<file path="src/rtl/hcsr04_pkg.sv">
// Shared constants, state codes and channel-search helper for the multi-channel ultrasonic ranger.
package hcsr04_pkg;

  localparam int unsigned DEF_TRIG_CYCLES = 500;
  localparam int unsigned DEF_MM_CYCLES   = 292;
  localparam int unsigned DEF_MAX_MM      = 4000;
  localparam int unsigned DEF_WAIT_CYCLES = 1_500_000;
  localparam int unsigned DEF_GAP_CYCLES  = 3_000_000;
  localparam int unsigned CNT_W           = 32;
  localparam int unsigned MAX_CH          = 8;
  localparam logic [3:0]  CH_NONE         = 4'd8;

  localparam logic [2:0] ST_IDLE = 3'd0;
  localparam logic [2:0] ST_TRIG = 3'd1;
  localparam logic [2:0] ST_WAIT = 3'd2;
  localparam logic [2:0] ST_MEAS = 3'd3;
  localparam logic [2:0] ST_GAP  = 3'd4;

  // Lowest enabled channel at or above 'from'; CH_NONE when there is none.
  function automatic logic [3:0] next_en(input logic [MAX_CH-1:0] mask, input logic [3:0] from);
    next_en = CH_NONE;
    for (int i = MAX_CH - 1; i >= 0; i--) begin
      if (mask[i] && (4'(i) >= from)) next_en = 4'(i);
    end
  endfunction

endpackage

</file>
<file path="src/rtl/hcsr04_sync.sv">
// Two-flop synchroniser for the asynchronous echo pins.
module hcsr04_sync
  import hcsr04_pkg::*;
#(
  parameter int unsigned W = 1
) (
  input  logic         i_clk,
  input  logic         i_rst,
  input  logic [W-1:0] i_d,
  output logic [W-1:0] o_q
);

  logic [W-1:0] r_s1;
  logic [W-1:0] r_s2;

  always_ff @(posedge i_clk) begin
    if (!i_rst) begin
      r_s1 <= '0;
      r_s2 <= '0;
    end else begin
      r_s1 <= i_d;
      r_s2 <= r_s1;
    end
  end

  assign o_q = r_s2;

endmodule

</file>
<file path="src/rtl/hcsr04_scan.sv">
// Round-robin HC-SR04 ranging engine: trig, echo wait, echo-width to mm conversion,
// timeout / over-range flagging and inter-ping quiet gap.
module hcsr04_scan
  import hcsr04_pkg::*;
#(
  parameter int unsigned N_CH        = 4,
  parameter int unsigned TRIG_CYCLES = DEF_TRIG_CYCLES,
  parameter int unsigned MM_CYCLES   = DEF_MM_CYCLES,
  parameter int unsigned MAX_MM      = DEF_MAX_MM,
  parameter int unsigned WAIT_CYCLES = DEF_WAIT_CYCLES,
  parameter int unsigned GAP_CYCLES  = DEF_GAP_CYCLES,
  parameter int unsigned DW          = 12,
  localparam int unsigned CH_W       = (N_CH > 1) ? $clog2(N_CH) : 1
) (
  input  logic            i_clk,
  input  logic            i_rst,
  input  logic            i_start,
  input  logic            i_cont,
  input  logic [N_CH-1:0] i_ch_en,
  input  logic [N_CH-1:0] i_echo,
  output logic [N_CH-1:0] o_trig,
  output logic [DW-1:0]   o_distance,
  output logic [CH_W-1:0] o_ch,
  output logic            o_err,
  output logic            o_val,
  output logic            o_busy
);

  logic [2:0]       r_state,  w_state_nxt;
  logic [CH_W-1:0]  r_sel,    w_sel_nxt;
  logic [N_CH-1:0]  r_mask,   w_mask_nxt;
  logic [CNT_W-1:0] r_cnt,    w_cnt_nxt;
  logic [DW-1:0]    r_mm,     w_mm_nxt;
  logic [N_CH-1:0]  r_trig,   w_trig_nxt;
  logic [DW-1:0]    r_dist,   w_dist_nxt;
  logic [CH_W-1:0]  r_ch,     w_ch_nxt;
  logic             r_err,    w_err_nxt;
  logic             r_val,    w_val_nxt;
  logic             r_busy,   w_busy_nxt;
  logic             r_echo_prev;
  logic [N_CH-1:0]  w_echo_sync;
  logic             w_echo_sel;
  logic [3:0]       w_first;
  logic [3:0]       w_next;

  hcsr04_sync #(.W(N_CH)) u_sync (
    .i_clk (i_clk),
    .i_rst (i_rst),
    .i_d   (i_echo),
    .o_q   (w_echo_sync)
  );

  assign w_echo_sel = w_echo_sync[r_sel];
  assign w_first    = next_en(MAX_CH'(i_ch_en), 4'd0);
  assign w_next     = next_en(MAX_CH'(r_mask), 4'(r_sel) + 4'd1);

  // One shared counter: trig width, echo wait, per-mm sub-count, gap.
  always_comb begin
    w_state_nxt = r_state;
    w_sel_nxt   = r_sel;
    w_mask_nxt  = r_mask;
    w_cnt_nxt   = r_cnt + CNT_W'(1);
    w_mm_nxt    = r_mm;
    w_dist_nxt  = r_dist;
    w_ch_nxt    = r_ch;
    w_err_nxt   = r_err;
    w_val_nxt   = 1'b0;
    case (r_state)
      ST_IDLE: begin
        w_cnt_nxt = '0;
        if (i_start && (i_ch_en != '0)) begin
          w_state_nxt = ST_TRIG;
          w_mask_nxt  = i_ch_en;
          w_sel_nxt   = CH_W'(w_first);
        end
      end
      ST_TRIG: begin
        if (r_cnt == CNT_W'(TRIG_CYCLES - 1)) begin
          w_state_nxt = ST_WAIT;
          w_cnt_nxt   = '0;
        end
      end
      ST_WAIT: begin
        if (w_echo_sel && !r_echo_prev) begin
          w_state_nxt = ST_MEAS;
          w_cnt_nxt   = '0;
          w_mm_nxt    = '0;
        end else if (r_cnt == CNT_W'(WAIT_CYCLES - 1)) begin
          w_state_nxt = ST_GAP;
          w_cnt_nxt   = '0;
          w_dist_nxt  = '0;
          w_ch_nxt    = r_sel;
          w_err_nxt   = 1'b1;
          w_val_nxt   = 1'b1;
        end
      end
      ST_MEAS: begin
        if (!w_echo_sel) begin
          w_state_nxt = ST_GAP;
          w_cnt_nxt   = '0;
          w_dist_nxt  = r_mm;
          w_ch_nxt    = r_sel;
          w_err_nxt   = 1'b0;
          w_val_nxt   = 1'b1;
        end else if (r_cnt == CNT_W'(MM_CYCLES - 1)) begin
          w_cnt_nxt = '0;
          if (r_mm == DW'(MAX_MM - 1)) begin
            w_state_nxt = ST_GAP;
            w_dist_nxt  = DW'(MAX_MM);
            w_ch_nxt    = r_sel;
            w_err_nxt   = 1'b1;
            w_val_nxt   = 1'b1;
          end else begin
            w_mm_nxt = r_mm + DW'(1);
          end
        end
      end
      ST_GAP: begin
        if (r_cnt == CNT_W'(GAP_CYCLES - 1)) begin
          w_cnt_nxt = '0;
          if (w_next != CH_NONE) begin
            w_state_nxt = ST_TRIG;
            w_sel_nxt   = CH_W'(w_next);
          end else if (i_cont && (i_ch_en != '0)) begin
            w_state_nxt = ST_TRIG;
            w_mask_nxt  = i_ch_en;
            w_sel_nxt   = CH_W'(w_first);
          end else begin
            w_state_nxt = ST_IDLE;
          end
        end
      end
      default: begin
        w_state_nxt = ST_IDLE;
        w_cnt_nxt   = '0;
      end
    endcase
    w_trig_nxt = (w_state_nxt == ST_TRIG) ? (N_CH'(1'b1) << w_sel_nxt) : '0;
    w_busy_nxt = (w_state_nxt != ST_IDLE);
  end

  always_ff @(posedge i_clk) begin
    if (!i_rst) begin
      r_state     <= ST_IDLE;
      r_sel       <= '0;
      r_mask      <= '0;
      r_cnt       <= '0;
      r_mm        <= '0;
      r_trig      <= '0;
      r_dist      <= '0;
      r_ch        <= '0;
      r_err       <= 1'b0;
      r_val       <= 1'b0;
      r_busy      <= 1'b0;
      r_echo_prev <= 1'b0;
    end else begin
      r_state     <= w_state_nxt;
      r_sel       <= w_sel_nxt;
      r_mask      <= w_mask_nxt;
      r_cnt       <= w_cnt_nxt;
      r_mm        <= w_mm_nxt;
      r_trig      <= w_trig_nxt;
      r_dist      <= w_dist_nxt;
      r_ch        <= w_ch_nxt;
      r_err       <= w_err_nxt;
      r_val       <= w_val_nxt;
      r_busy      <= w_busy_nxt;
      r_echo_prev <= w_echo_sel;
    end
  end

  assign o_trig     = r_trig;
  assign o_distance = r_dist;
  assign o_ch       = r_ch;
  assign o_err      = r_err;
  assign o_val      = r_val;
  assign o_busy     = r_busy;

endmodule

</file>
<file path="config.mk">
export PLATFORM = sky130hd
export DESIGN_NAME = hcsr04_scan
export DESIGN_NICKNAME = d
export VERILOG_FILES = /design/src/rtl/hcsr04_pkg.sv /design/src/rtl/hcsr04_sync.sv /design/src/rtl/hcsr04_scan.sv
export SDC_FILE = /design/constraint.sdc
export NUM_CORES = 1
export LEC_CHECK = 0
export ABC_CLOCK_PERIOD_IN_PS = 4400
export BUFFER_PORTS_ARGS = -buffer_cell sky130_fd_sc_hd__buf_2
export CORE_ASPECT_RATIO = 1.75
export CORE_MARGIN = 10
export CORE_UTILIZATION = 30
export DETAILED_ROUTE_END_ITERATION = 10
export MAX_ROUTING_LAYER = met4
export SLEW_MARGIN = 10
export SYNTH_ARGS = -nofsm -noshare
export SYNTH_HDL_FRONTEND = slang
export SYNTH_SLANG_ARGS = --single-unit
</file>
<file path="constraint.sdc">
create_clock -name i_clk -period 4.4 [get_ports i_clk]
set_clock_uncertainty 0.05 [all_clocks]
set_input_delay 0.22 -clock i_clk [delete_from_list [all_inputs] [get_ports i_clk]]
set_output_delay 0.22 -clock i_clk [all_outputs]
set_load 0.01 [all_outputs]
</file>
Word level (Yosys, flattened, before mapping)
Cells that the tools add are included.

word-level totals
  output and inout port bits = 21
  bits in registers = 83
  latch bits = 0
  RAM bits = 0
  memories = 0
  bits of input ports = 12
  logic and storage cells = 130
  ROM bits = 0

cells by class
  divide/modulo/power cells = 0
  shift operators = 1
  mux-type cells = 67
  equality and inequality tests = 23
  bitwise logic cells = 0
  reductions and logical operators = 17
  $lt $le $gt $ge = 5
  multipliers = 0
  $add $sub $neg = 3

operators by type and width
  cell                                                               number
  two-way mux 32 bit                                                 6
  case mux 32 bit (4 select lines)                                   1
  two-way mux 12 bit                                                 9
  == test 32 x 9 -> 1 bit (second input constant)                    2
  case mux 12 bit (2 select lines)                                   2
  adder 32 x 1 -> 32 bit (second input constant)                     1
  == test 32 x 21 -> 1 bit (second input constant)                   1
  == test 32 x 22 -> 1 bit (second input constant)                   1
  two-way mux 4 bit                                                  8
  two-way mux 2 bit                                                  13
  two-way mux 3 bit                                                  8
  != test 2 bit (second input constant)                              10
  case mux 3 bit (5 select lines)                                    1
  AND reduction 5 bit                                                3
  two-way mux 1 bit                                                  13
  adder 12 x 1 -> 12 bit (second input constant)                     1
  == test 12 bit (second input constant)                             1
  case mux 2 bit (2 select lines)                                    2
  case mux 4 bit (2 select lines)                                    1
  logical AND 1 bit                                                  7
  == test 3 x 1 -> 1 bit (second input constant)                     2
  == test 3 x 2 -> 1 bit (second input constant)                     2
  greater-or-equal comparator 1 x 3 -> 1 bit (first input constant)  2
  greater-or-equal comparator 2 x 3 -> 1 bit (first input constant)  2
  14 further kinds                                                   17

Depth between registers and ports, before layout
Gate-level depths: netlist of the first run.

  depth after elaboration = 13
  depth in mapped cells = 9

Cells and area by module
From an unflattened synthesis of the first run, not the netlist that was laid out.

second synthesis, totals
  cell total of the unflattened synthesis = 456
  area total of the unflattened synthesis = 3871.2 um^2

modules (own cells, without submodules)
  module       cells each  times used  area each (um^2)
  hcsr04_scan  440         1           3661.0
  hcsr04_sync  16          1           210.2

Worst setup path after synthesis of the first run
Ideal clock, no wire load.

  path kind = reg-to-reg
  start = register r_cnt[0]
  end = register r_cnt[4]
  clock period less this slack = 2486 ps
  data required time = 4235 ps
  stages on the path, launching flop included = 10
  slack = 1914 ps
  library setup time = 115 ps
  arrival time = 2321 ps
  cell sequence = dfxtp_1 > ha_1 > and3_2 > nand2_1 > or4_1 > buf_2 > and2_4 > o41ai_4 > buf_6 > nor2_2

on the way
  longest elaborated chain between the ends = 4
  elaborated cells on any way between the ends = 12
  classes of those cells = add/sub (1); eq/ne (4); mux (7)

ends and longest elaborated chain
  element                                               line                                   RTL
  from (decl)                                           hcsr04_scan.sv:32                      logic [CNT_W-1:0] r_cnt, w_cnt_nxt;
  from (signal assigned)                                hcsr04_scan.sv:160                     r_cnt <= w_cnt_nxt;
  adder 32 x 1 -> 32 bit, or another cell as far along  hcsr04_scan.sv:62                      w_cnt_nxt = r_cnt + CNT_W'(1);
  two-way mux 32 bit (on tied branches)                 hcsr04_scan.sv:105, hcsr04_scan.sv:88
  two-way mux 32 bit (on tied branches)                 hcsr04_scan.sv:98, hcsr04_scan.sv:84
  case mux 32 bit (4 select lines) (*)                  hcsr04_scan.sv:68                      case (r_state)

Mark *: on every way between the ends. The rest lies on a longest branch, timed or not.
A chain may end at the register's enable or synchronous reset.

Worst setup path in the final report of the first run
  start = register r_cnt[0]
  end = register r_cnt[31]

Same word-level chain as after synthesis.

==> impl_results.md, run 1 <==
* Sequential area share after synthesis at 41.7%
* Fillers at 1360
* Logic gate share of total power at 4.7%
* Largest net degree at the start of global routing at 33
* Critical path peak fanout at 32
* P_int at 1.31 mW
* Post-synth EDFFs at 0
* Root buffer cell: clkbuf_16
* Lkg Pwr at 1.59 nW
* Cells on worst reg2reg path at 8
* Placed cell count at 639
* Vias post-DR at 3327
* RSZ-0062 raised after global routing: false
* Vias in the first global route at 3336
* Most frequent cells in the layout: 82 x dfxtp_1, 35 x nor2_1, 33 x nand2_1, 32 x buf_2, 30 x nor2_2
* Share of cells above drive strength 1 at 20.1%
* Dpl hpwl at 7310 microns
* Total power at 1.65 mW
* WL/cell at 14.6 microns
* Worst reg2reg setup slack at 1470 ps
* CTS sink count at 82
* Clock Power Share at 49.1%
* Clock buffer count from CTS at 9
* Synth Net Count at 466
* Fin cells at 654
* Top-Level Pins at 33
* Max-Cap Viols at 0
* Routability Congestion at 0.925
* Sw frac at 20.8%
* CP Class: reg -> reg
* Flop pwr share at 46.1%
* Vias/cell at 5.09
* Port bufs at 32
* Yosys warnings at 0
* First-pass GRT wire length at 16000 microns
* Total track usage at 11.2%
* Chip height at 172 microns
* Die extent in x at 107 microns
* Final worst slack at 1470 ps
* Initial antenna violation count at 0
* Total routed wirelength at 9580 microns
* Final setup fails at 0
* NetSw at 0.344 mW
* Core ar. at 12900 sq um
* Fin. max-slew vios at 0
* R2r endpoint: r_cnt[31]$_SDFF_PN0_
* Slew HR at 52.6%
* CP arrival at 3090 ps
* Antenna cells at 0
* Hold Buf Count CTS at 0
* Outcome: finished, final reports clean
* VDD IR-drop max at 0.000147 V
* Area Growth Syn to Fin at 15.7%
* Final TNS setup at 0 ps
* Hold Crit Depth at 2
* Mapped Avg Cell Area at 8.72 sq um
* Period utilization at 66.6%
* Leading area contributor after synthesis: dfxtp_1
* Final Hold Viols at 0
* Worst-Margin Slew at 709 ps
* Effective utilization at floorplan at 30.5%
* CTS clk-pin slew, worst paths at 60 ps
* Post-route ant nets at 0
* R2R Path Start: r_cnt[0]$_SDFF_PN0_
* Residual DRC at 0
* Cell Rows at 55
* Most area-consuming cells after synthesis: dfxtp_1 42%, nor2_2 4.8%, xnor2_1 4.0%
* Hold endpoint: u_sync.r_s1[0]$_SDFF_PN0_
* PD cells at 362 nW/um^2
* Crit path required time at 4560 ps
* Clk buf depth at 2
* Global route total overflow at 0
* Hold WC Path Type: in -> reg
* CTS tree: done
* Netlist cell types at 58
* Setup WS pre-CTS at 1460 ps
* Final net count at 493
* Post-CTS sizing at 0
* Worst Setup End Kind: flip-flop
* Synth top area share at 41.7%
* FMAX at 341 MHz
* Synthesized flop and latch total at 82
* Die area at 18300 sq um
* First-pass DRT Iterations at 4
* Mapped cell area at 3940 sq um
* Synthesized instance count at 452
* Main synth FF type: dfxtp_1
* FFs w/ async S/R, synth at 0%
* Clock Latency Late Sink at 340 ps
* DR iter-0 viols at 126
* Postcts setup bufs at 0
* H-tree depth at 3
* Commonest non-fill, non-tap cell in the layout: dfxtp_1
* Critical Path Source Type: flip-flop
* Min Tclk post-route at 2930 ps
* Worst Hold Launch: i_echo[0]
final cells by class:
| cell class | instances | area (sq um) | share of cell area, % |
|---|---|---|---|
| clock buffer | 13 | 260 | 5.71 |
| sequential | 82 | 1640 | 36.0 |
| timing repair buffer | 35 | 183 | 4.01 |
| inverter | 6 | 22.5 | 0.494 |
| clock inverter | 2 | 60.1 | 1.32 |
| multi-input combinational | 345 | 2180 | 47.8 |
| tap | 171 | 214 | 4.69 |
worst max-delay path, stage by stage (launching register included):
cell and delay [ps]:
dfxtp_1 390, ha_1 250, and3_2 240, nand2_1 50, or4_1 680, and2_4 240
o41ai_4 310, buf_4 480, nor2_1 100
logic make-up (layout without fill, tap and decap cells):
group | Yosys count | count (layout) | share of synthesized area [%]
simple gates | 229 | 229 | 33.0
flops | 82 | 82 | 41.7
compound gates | 76 | 76 | 12.8
xor+xnor | 34 | 34 | 7.56
buf+inv | 25 | 56 | 3.05
mux | 4 | 4 | 1.33
fa+ha+maj | 2 | 2 | 0.635
Yosys cell counts, types with 2 or more instances:
library cell,n
and4_1,3
a32oi_1,6
inv_1,6
clkbuf_1,13
dfxtp_1,82
o21ai_0,21
nand2_1,33
a211oi_1,2
nor3_1,14
o211ai_1,7
nand3b_1,2
nor2b_1,4
and4_2,3
a21o_1,2
nand2b_1,4
o21a_1,2
nor2_1,35
a31oi_1,4
and3_1,13
a21oi_1,20
nor3b_1,6
nor2_2,30
a41oi_1,2
xor2_1,16
and2_1,13
nand3_1,26
nor4_2,2
or2_2,3
or3_1,4
buf_2,3
ha_1,2
mux2i_1,3
nand4_1,12
nor4_1,7
or4_1,5
xnor2_1,18
buf_6,3
registers in the layout, indices dropped and copies added (netlist names):
| register | cells |
|---|---|
| r_state | 3 |
| o_err | 1 |
| o_distance | 12 |
| r_cnt | 32 |
| u_sync.o_q | 4 |
| r_mm | 12 |
| r_sel | 2 |
| o_ch | 2 |
| o_busy | 1 |
| r_echo_prev | 1 |
| r_mask | 3 |
| o_val | 1 |
| o_trig | 4 |
| u_sync.r_s1 | 4 |
worst max-delay path by stage:
stage	slack (ps)	startpoint	cells past startpoint	to
finish	1470	r_cnt[0]$_SDFF_PN0_	8	r_cnt[31]$_SDFF_PN0_
global placement	1500	r_cnt[0]$_SDFF_PN0_	8	r_cnt[11]$_SDFF_PN0_
floorplan	1910	r_cnt[0]$_SDFF_PN0_	9	r_cnt[4]$_SDFF_PN0_
detailed placement	1460	r_cnt[0]$_SDFF_PN0_	8	r_cnt[31]$_SDFF_PN0_
global route	1280	r_cnt[24]$_SDFF_PN0_	7	r_cnt[11]$_SDFF_PN0_
CTS	1440	r_cnt[0]$_SDFF_PN0_	8	r_cnt[31]$_SDFF_PN0_
power groups by stage:
| stage | clock (mW) | sequential, mW | combinational (mW) |
|---|---|---|---|
| final | 0.812 | 0.762 | 0.0784 |
| after global routing | 0.860 | 0.763 | 0.0872 |
| after CTS | 0.831 | 0.762 | 0.0792 |
| after detailed placement | 0 | 0.778 | 0.0791 |
| after global placement | 0 | 0.778 | 0.0771 |
| after floorplan | 0 | 0.774 | 0.0586 |
per-stage QoR:
step / cell area (sq um) / utilization [%] / hold slack (ps)
floorplan: 3940 / - / 297
global placement: 4240 / 32.8 / 371
detailed placement: 4240 / 32.8 / 374
CTS: 4560 / 35.2 / 26.5
global route: 4560 / 35.2 / 35.7
finish: 4560 / 35.2 / 33.9
per-layer routing:
metal	vias up	routed length [microns]	track usage, %	share of wire (%)
met3	23	338	2.32	3.5
met5	-	0	-	0
met4	0	310	6.62	3.2
li1	1668	-	-	-
met2	60	5430	21.4	57
met1	1576	3500	9.82	37
Note: power is estimated with default switching activity, not from simulation.
==> run 2: changes to the inputs <==
ABC_CLOCK_PERIOD_IN_PS = 2800   (was 4400)
clock period = 2.8 ns   (was 4.4 ns; I/O delays follow)
==> run 2 against run 1 <==
Compared with the run above: sequential power up 56%; flip-flop and latch count unchanged; via count up 3.7%; clock power up 64%; non-clock buffer count up 17; die area unchanged; final cell count up 2.8%; sequential share of layout area down 1.3 points; core utilization up 1.3 points; global-route usage up 0.25 points; total power up 61%.
==> impl_results.md, run 2 (synthesized netlist as in run 1, its figures left out) <==
* Max-Cap Viols at 0 (unchanged)
* FMAX at 383 MHz (+12%)
* Final TNS setup at 0 ps (unchanged)
* Fin cells at 672 (+2.8%)
* VDD IR-drop max at 0.000217 V (+48%)
* Fin. max-slew vios at 0 (unchanged)
* Min Tclk post-route at 2610 ps (-317 ps)
* Port bufs at 32 (unchanged)
* Final Hold Viols at 0 (unchanged)
* Vias/cell at 5.13 (+0.89%)
* Slowest-stage cell, CP: or4_1
* Critical Path Source Type: flip-flop
* Residual DRC at 0 (unchanged)
* Lkg Pwr at 1.69 nW (+6.5%)
* Chip height at 172 microns (unchanged)
* First-pass DRT Iterations at 4 (unchanged)
* Die area at 18300 sq um (unchanged)
* CP arrival at 2790 ps (-300 ps)
* Max stage delay on crit path at 620 ps (-60 ps)
* Worst-Margin Slew at 698 ps (-11.2 ps)
* Die extent in x at 107 microns (unchanged)
* Commonest non-fill, non-tap cell in the layout: dfxtp_1
* CTS sink count at 82 (unchanged)
* Crit path required time at 2980 ps (-1580 ps)
* Post-route ant nets at 0 (unchanged)
* Final setup fails at 0 (unchanged)
* Cell Rows at 55 (unchanged)
* Root buffer cell: clkbuf_16
* Multi-input logic area at 2180 sq um (+0.17%)
* Critical path peak fanout at 32 (unchanged)
* Hold WC Path Type: in -> reg
* Total power at 2.66 mW (+61%)
* H-tree depth at 3 (unchanged)
* PD cells at 562 nW/um^2 (+55%)
* FF+latch area at 1640 sq um (unchanged)
* Vias post-DR at 3449 (+3.7%)
* Worst reg2reg setup slack at 190 ps (-1280 ps)
* Effective utilization at floorplan at 30.5% (unchanged)
* Total routed wirelength at 9840 microns (+2.8%)
* Routability Congestion at 0.850 (-8.2%)
* Total track usage at 11.5% (+0.25 points)
* Area Growth Syn to Fin at 20.1%
* First-pass GRT wire length at 16600 microns (+3.8%)
* Worst Setup End Kind: flip-flop
* Critical-path cell list: nor4_2 > nand3_2 > or4_1 > nor2b_1 > o41ai_4 > buf_12 > nor2_1
* Max reg flops at 32 (unchanged)
* Most frequent cells in the layout: 82 x dfxtp_1, 35 x nor2_1, 33 x nand2_1, 32 x buf_2, 30 x nor2_2
* Dpl hpwl at 7470 microns (+2.3%)
* Placed cell count at 652 (+2.0%)
* Share of cells above drive strength 1 at 22.8% (+2.7 points)
* Clk buf depth at 2 (unchanged)
* Slew HR at 53.1% (+0.56 points)
* CTS clk-pin slew, worst paths at 60 ps (about the same)
* Global route total overflow at 0 (unchanged)
* Clock Latency Late Sink at 350 ps (about the same)
* WL/cell at 14.6 microns (about the same)
* Vias in the first global route at 3537 (+6.0%)
* Largest net degree at the start of global routing at 33 (unchanged)
* Top-Level Pins at 33 (unchanged)
* RSZ-0062 raised after global routing: false
* Initial antenna violation count at 0 (unchanged)
* Most flop-heavy register: r_cnt
* Core ar. at 12900 sq um (unchanged)
* CP Class: reg -> reg
* DR iter-0 viols at 148 (+17%)
* Outcome: finished, final reports clean
* Fillers at 1363 (+0.22%)
* CTS tree: done
* Worst hold margin at 24.5 ps (-9.36 ps)
* Period utilization at 93.3% (+27 points)
* Antenna cells at 0 (unchanged)
* Final net count at 510 (+3.4%)
* Clock buffer count from CTS at 9 (unchanged)
[run 2: cell types whose count changed in the layout (fill, tap and decap cells not counted), sizes merged]
| cell | delta |
|---|---|
| clkbuf | -1 |
| clkinv | +1 |
| clkinvlp | +1 |
| buf | +13 |
| dlygate4sd3 | +4 |
[run 2: timing repair]
item                                   CTS  global route
endpoints found under the hold margin    4             0
setup endpoints to repair                0             2
hold buffers                             4             0
setup buffers                            0             0
resized for setup                        0             1
[run 2: layout make-up]
type,instances,area share [%]
Sequential cell,82,34.7
Tap cell,171,4.52
Clock buffer,12,5.63
Inverter,6,0.476
Multi-Input combinational cell,345,46.1
Clock inverter,4,1.53
Timing Repair Buffer,52,7.03
[run 2: critical path, delay by kind of cell, from the launching register on]
family	cells	cell delay [ps]
and+or+nand+nor	5	1450
DFF	1	360
AOI/OAI and AO/OA	1	350
buffers and inverters	1	280
[run 2: metrics by stage]
| step | setup WS [ps] | utilization, % | instance area (sq um) |
|---|---|---|---|
| global route | 44.1 | 36.6 | 4730 |
| floorplan | 314 | - | 3940 |
| CTS | 91.9 | 36.5 | 4730 |
| finish | 188 | 36.6 | 4730 |
| global placement | 178 | 33.6 | 4350 |
| detailed placement | 101 | 33.6 | 4350 |
[run 2: metal layers]
layer / vias to the layer above / track usage [%] / routed length, microns
met1: 1660 / 10.2 / 3590
met4: 0 / 6.27 / 326
met3: 26 / 3.00 / 385
li1: 1701 / - / -
met2: 62 / 21.5 / 5540
met5: - / - / 0
[run 2: final timing paths]
path | cells past startpoint | start | end
max | 7 | r_cnt[24]$_SDFF_PN0_ | r_cnt[11]$_SDFF_PN0_
min | 3 | i_ch_en[3] | r_mask[3]$_SDFFE_PN0P_
max reg2reg | 7 | r_cnt[24]$_SDFF_PN0_ | r_cnt[11]$_SDFF_PN0_
min reg2reg | 1 | u_sync.r_s1[1]$_SDFF_PN0_ | u_sync.o_q[1]$_SDFF_PN0_
[run 2: power breakdown]
part           internal, mW  switching (mW)
clock network         0.852           0.481
registers              1.18          0.0115
logic                0.0527          0.0788
total                  2.09           0.571
